$ cat config.mk
export PLATFORM = sky130hd
export DESIGN_NAME = decode_stage
export DESIGN_NICKNAME = d
export VERILOG_FILES = /design/src/rtl/decode_stage_pkg.sv /design/src/rtl/dec_regfile.sv /design/src/rtl/decode_stage.sv
export SDC_FILE = /design/constraint.sdc
export NUM_CORES = 1
export LEC_CHECK = 0
export ABC_CLOCK_PERIOD_IN_PS = 2700
export CAP_MARGIN = 10
export CORE_MARGIN = 2
export CORE_UTILIZATION = 40
export CTS_BUF_LIST = sky130_fd_sc_hd__clkbuf_8
export DETAILED_ROUTE_END_ITERATION = 12
export DONT_BUFFER_PORTS = 1
export PLACE_DENSITY = 0.58
export SYNTH_ARGS = -nofsm -noshare
export SYNTH_HDL_FRONTEND = slang
export SYNTH_SLANG_ARGS = --single-unit
$ cat constraint.sdc
create_clock -name clk -period 2.7 [get_ports clk]
set_input_delay 0.405 -clock clk [delete_from_list [all_inputs] [get_ports clk]]
set_output_delay 0.405 -clock clk [all_outputs]
set_load 0.005 [all_outputs]
$ cat src/rtl/decode_stage_pkg.sv
// decode_stage_pkg: shared constants for the decode stage and its register file
// Holds opcode classes, instruction field positions, register-file geometry and
// the writeback-bypass switch selected by macro DECODE_WB_BYPASS_EN.
package decode_stage_pkg;
    localparam int NREGS = 8;
    localparam int DW = 16;
    localparam int AW = $clog2(NREGS);
    localparam logic [1:0] CLS_R = 2'b11;
    localparam logic [1:0] CLS_M = 2'b10;
    localparam logic [1:0] CLS_I = 2'b01;
    localparam logic [1:0] CLS_J = 2'b00;
    localparam int LS_BIT = 2;
    localparam int OP_HI = 15;
    localparam int OP_LO = 11;
    localparam int RD_HI = 10;
    localparam int RD_LO = 8;
    localparam int RS_HI = 7;
    localparam int RS_LO = 5;
    localparam int RT_HI = 4;
    localparam int RT_LO = 2;
    localparam int IMM_HI = 7;
    localparam int IMM_LO = 0;
`ifdef DECODE_WB_BYPASS_EN
    localparam bit WB_BYPASS = 1'b1;
`else
    localparam bit WB_BYPASS = 1'b0;
`endif
    function automatic logic [1:0] op_class(input logic [4:0] op);
        return op[4:3];
    endfunction
endpackage

$ cat src/rtl/dec_regfile.sv
// dec_regfile: 8x16 register file, R0 reads zero, three combinational reads, one write
// Ports: clk, rst_n (async active-low); wb_en/wb_addr/wb_data write port;
// ra1/ra2/ra3 -> rd1/rd2/rd3 combinational reads. With DECODE_WB_BYPASS_EN a read
// of the register being written this cycle returns wb_data.
module dec_regfile
    import decode_stage_pkg::*;
(
    input  logic          clk,
    input  logic          rst_n,
    input  logic          wb_en,
    input  logic [AW-1:0] wb_addr,
    input  logic [DW-1:0] wb_data,
    input  logic [AW-1:0] ra1,
    input  logic [AW-1:0] ra2,
    input  logic [AW-1:0] ra3,
    output logic [DW-1:0] rd1,
    output logic [DW-1:0] rd2,
    output logic [DW-1:0] rd3
);
    logic [DW-1:0] mem [NREGS];

    function automatic logic [DW-1:0] read_port(input logic [AW-1:0] a);
        return (a == '0) ? '0 : (WB_BYPASS && wb_en && wb_addr == a) ? wb_data : mem[a];
    endfunction

    always_ff @(posedge clk or negedge rst_n) begin
        if (!rst_n) begin
            for (int i = 0; i < NREGS; i++) mem[i] <= '0;
        end else if (wb_en && wb_addr != '0) begin
            mem[wb_addr] <= wb_data;
        end
    end

    assign rd1 = read_port(ra1);
    assign rd2 = read_port(ra2);
    assign rd3 = read_port(ra3);
endmodule

$ cat src/rtl/decode_stage.sv
// decode_stage: decodes one instruction per cycle into a registered execute bundle
// Ports: clk, rst_n (async active-low); fetch instr_valid/instr/instr_ready;
// writeback wb_en/wb_addr/wb_data; execute control ex_stall/flush; registered
// outputs ex_valid/ex_opcode/ex_alu_in1/ex_alu_in2/ex_imm/ex_rd/ex_wb_en.
// Macro DECODE_WB_BYPASS_EN lets a reader issue in the same cycle as its writeback.
module decode_stage
    import decode_stage_pkg::*;
(
    input  logic          clk,
    input  logic          rst_n,
    input  logic          instr_valid,
    input  logic [DW-1:0] instr,
    output logic          instr_ready,
    input  logic          wb_en,
    input  logic [AW-1:0] wb_addr,
    input  logic [DW-1:0] wb_data,
    input  logic          ex_stall,
    input  logic          flush,
    output logic          ex_valid,
    output logic [4:0]    ex_opcode,
    output logic [DW-1:0] ex_alu_in1,
    output logic [DW-1:0] ex_alu_in2,
    output logic [7:0]    ex_imm,
    output logic [AW-1:0] ex_rd,
    output logic          ex_wb_en
);
    logic [4:0]       op;
    logic [1:0]       cls;
    logic [AW-1:0]    rd, rs, rt;
    logic             is_st, writes, hazard, issue;
    logic [NREGS-1:0] sb, sb_n, busy, src, wb_hot;
    logic [DW-1:0]    r_rs, r_rt, r_rd;

    assign op     = instr[OP_HI:OP_LO];
    assign cls    = op_class(op);
    assign rd     = instr[RD_HI:RD_LO];
    assign rs     = instr[RS_HI:RS_LO];
    assign rt     = instr[RT_HI:RT_LO];
    assign is_st  = cls == CLS_M && op[LS_BIT];
    assign writes = (cls == CLS_R || cls == CLS_I || (cls == CLS_M && !op[LS_BIT])) && rd != '0;
    assign wb_hot = (wb_en && wb_addr != '0) ? NREGS'(1) << wb_addr : '0;

    dec_regfile u_rf (
        .clk     (clk),
        .rst_n   (rst_n),
        .wb_en   (wb_en),
        .wb_addr (wb_addr),
        .wb_data (wb_data),
        .ra1     (rs),
        .ra2     (rt),
        .ra3     (rd),
        .rd1     (r_rs),
        .rd2     (r_rt),
        .rd3     (r_rd)
    );

    always_comb begin
        src = '0;
        if (cls == CLS_R || cls == CLS_M) src[rs] = 1'b1;
        if (cls == CLS_R) src[rt] = 1'b1;
        if (cls == CLS_I || is_st) src[rd] = 1'b1;
        src[0] = 1'b0;
    end

    // Without bypass the register being written back stays busy this cycle, so the
    // dependent instruction waits one more cycle and reads the updated file.
    assign busy        = sb & ~(WB_BYPASS ? wb_hot : '0);
    assign hazard      = |(src & busy);
    assign instr_ready = rst_n && !ex_stall && !hazard && !flush;
    assign issue       = instr_valid && instr_ready;

    // Clears first so a same-cycle set of the same register wins.
    always_comb begin
        sb_n = sb & ~wb_hot;
        if (flush && ex_valid && ex_wb_en) sb_n[ex_rd] = 1'b0;
        if (issue && writes) sb_n[rd] = 1'b1;
    end

    always_ff @(posedge clk or negedge rst_n) begin
        if (!rst_n) begin
            sb         <= '0;
            ex_valid   <= 1'b0;
            ex_opcode  <= '0;
            ex_alu_in1 <= '0;
            ex_alu_in2 <= '0;
            ex_imm     <= '0;
            ex_rd      <= '0;
            ex_wb_en   <= 1'b0;
        end else begin
            sb <= sb_n;
            if (issue) begin
                ex_valid   <= 1'b1;
                ex_opcode  <= op;
                ex_alu_in1 <= (cls == CLS_I) ? r_rd : r_rs;
                ex_alu_in2 <= (cls == CLS_R) ? r_rt : is_st ? r_rd : '0;
                ex_imm     <= instr[IMM_HI:IMM_LO];
                ex_rd      <= rd;
                ex_wb_en   <= writes;
            end else if (!ex_stall || flush) begin
                ex_valid <= 1'b0;
            end
        end
    end
endmodule

==> qor.yml <==
outcome:
  status: "complete, but fails checks"
  violations: "hold timing"
sta:
  finalCritPeriodShare_pct: 96.9
  whs_ns: -0.351
  setup-tns-final_ns: 0
  fin_ws_ns: 0.0829
  fmax_mhz: 382
  finalSetupViolations: 0
  worst_slew_pin_slew_ns: 1.21
  hold_viol: 169
  min_period_ns: 2.62
  skew_ns: 0.0185
  slew_viol_final: 0
  rsz0062_at_grt: "yes"
  slew_headroom_pct: 18.7
grt:
  grt_usage_pct: 22.1
  grt_start_max_net_pins: 171
  grt_pass1_wl_um: 41000
  antenna_found_initial: 0
  grt_pass1_vias: 7084
  overflow: 0
power_and_ir_drop:
  ir_worst_vdd_mv: 0.248
  power_switching_mw: 2.02
  p_leak_nw: 4.15
  power_frac_comb_pct: 20.2
  power.density_mw_per_mm2: 703
  clkPwrFrac_pct: 28.7
  swShare_pct: 28.2
  seq_power_share_pct: 51.0
  p_int_mw: 5.15
clock_network:
  cts_made_buffers: 17
  clkTransAtPathRegs_ns: 0.09
  clock-root-buffer: "clkbuf_8"
  cts_sinks: 169
  cts_buffer_depth: 2
  cts_tree: "yes"
  insertion_delay_ns: 0.47
  postCtsSetupRepairBufs: 0
  ctsHtreeMaxLevel: 4
detailed_routing:
  vias: 6879
  avgRoutedWirePerCell_um: 25.3
  drt-vias-per-instance: 6.41
  drtIter0Drc: 757
  ant_nets: 0
  wirelength_um: 27100
  drc: 0
  first_pass_iters: 7
run:
  maxCapViolCount: 0
final_layout:
  final_cell_mix: "193 x mux2_2, 169 x dfrtp_1, 71 x nand2_1, 50 x o21ai_0"
  syn2layout_area_growth_pct: 8.46
  nNetsFinal: 781
  drive_gt1_share_pct: 38.2
  final_common_cell: "mux2_2"
  fin_cells: 1073
synthesis:
  synth.yosys.seq_area_share_pct: 45.0
  synth_ff_type: "dfrtp_1"
  avgSynthCellArea_sq_um: 12.3
  synth-edff-count: 0
  netlist_instances: 767
  synth_warnings: 0
  synth_cell_types: 42
  ys_top_cells_by_area: "dfrtp_1 45%, mux2_2 23%, mux4_2 7.9%, nand2_1 2.8%, o21ai_0 2.7%"
  synth_area_leader_cell: "dfrtp_1"
  synth_top_area_share_pct: 45.0
  syn_nets: 808
  synth_area_sq_mm: 0.00940
  ys_seq_elements: 169
  synthArstFlopShare_pct: 100
worst_setup_path:
  endpoint_kind: "flip-flop"
  path_class: "reg2reg"
  worstReg2RegStart: "busy[7]$_DFF_PN0_"
  path_max_fanout: 29
  slowest_stage: "or4_4"
  cp_top_family: "simple AND/OR/NAND/NOR gates"
  cp.required_ns: 3.05
  path_buf_inv: 1
  cp_cell_sequence: "mux4_2, nand2_1, o21ai_1, or4_4, nor3b_4, buf_12, mux2_2"
  crit_start: "busy[7]$_DFF_PN0_"
  cp_slowest_stage_delay_ns: 0.57
  worstRegToRegCells: 7
  worstSetupStartpointType: "flip-flop"
  cp.depth: 7
  arrival_ns: 2.97
min_path:
  hp-class: "in2async"
place:
  dp_slack_ns: 0.0224
  dp_cells: 1040
  hpwl_um: 15900
  portBuffers: 0
  place.gp.congestion: 0.804
die:
  die_w_um: 157
  fp.dieArea_sq_mm: 0.0248
  core_sq_mm: 0.0233
  num_rows: 56
  io_pins: 92
  initial_core_util_pct: 40.4
  die_h_um: 157
[layout make-up]
cell class	count	area, sq um
Inverter	5	18.8
Sequential cell	169	4230
Antenna cell	1	2.50
Tap cell	319	399
Clock inverter	11	169
Fill cell	2159	13100
Clock buffer	21	289
Multi-Input combinational cell	526	4910
Timing Repair Buffer	21	183
[kinds of logic (layout without fill, tap and decap cells)]
family,count (synthesis),in the layout,synth area share [%]
AO/OA/AOI/OAI,167,167,13.0
buffers and inverters,72,58,3.05
flip-flops,169,169,45.0
multiplexers,248,248,33.4
other,0,1,0
AND/OR/NAND/NOR,111,111,5.61
[final timing paths]
kind | end | slack, ns
setup / recovery | ex_alu_in2[10]$_DFFE_PN0P_ | 0.08
hold / removal | u_rf.mem[99]$_DFFE_PN0P_ | -0.35
setup reg to reg | ex_alu_in2[10]$_DFFE_PN0P_ | 0.08
hold reg to reg | ex_opcode[0]$_DFFE_PN0P_ | 0.54
max in group asynchronous | u_rf.mem[96]$_DFFE_PN0P_ | 2.58
min in group clk | busy[6]$_DFF_PN0_ | 0.04
[metal layers]
metal,routed length [um],vias to the layer above,GRT usage [%]
met5,0,-,0
met4,935,0,9.57
met3,2560,81,7.38
met2,12600,354,35.4
met1,11000,3540,27.2
li1,-,2904,-
[registers in the layout (all words and copies together), names as in the netlist]
| signal | flops |
|---|---|
| ex_opcode | 5 |
| u_rf.mem | 112 |
| ex_wb_en | 1 |
| ex_alu_in2 | 16 |
| ex_rd | 3 |
| ex_imm | 8 |
| busy | 7 |
| ex_alu_in1 | 16 |
| ex_valid | 1 |
[Yosys cell counts (2+ instances only)]
cell type / count
mux2_2: 194
dfrtp_1: 169
nand2_1: 71
clkbuf_1: 51
o21ai_0: 50
a22oi_1: 33
mux4_2: 33
mux2i_1: 21
a222oi_1: 16
a22o_1: 16
o221ai_1: 16
a21boi_0: 15
buf_1: 8
nor2b_1: 8
buf_2: 7
inv_1: 5
nor2_1: 5
nand3_1: 4
o211ai_1: 4
o31ai_1: 4
a21oi_1: 3
and2_1: 3
nand2b_1: 3
nand4_1: 3
nor3_1: 3
o32ai_1: 3
and3b_1: 2
nand4b_1: 2
o41ai_2: 2
[power groups by stage]
stage                     logic [mW]  registers, mW  clock network, mW
after floorplan                 1.28           3.51                  0
after global routing            1.58           3.74               2.20
final                           1.45           3.66               2.06
after CTS                       1.45           3.65               2.10
after detailed placement        1.44           3.70                  0
after global placement          1.37           3.66                  0
[per-stage QoR]
stage	hold WS (ns)	total power, mW	cell area (sq um)	utilization, %
CTS	-0.392	7.19	10200	43.8
detailed placement	0.123	5.14	9730	41.8
finish	-0.351	7.17	10200	43.8
global route	-0.410	7.53	10200	43.8
floorplan	0.109	4.79	9400	-
global placement	0.123	5.03	9730	41.8
[timing repair]
action	4_1_cts	5_1_grt
resized for setup	0	3
setup endpoints to repair	0	8
hold endpoints to repair	169	169
Note: power is estimated with default switching activity, not from simulation.
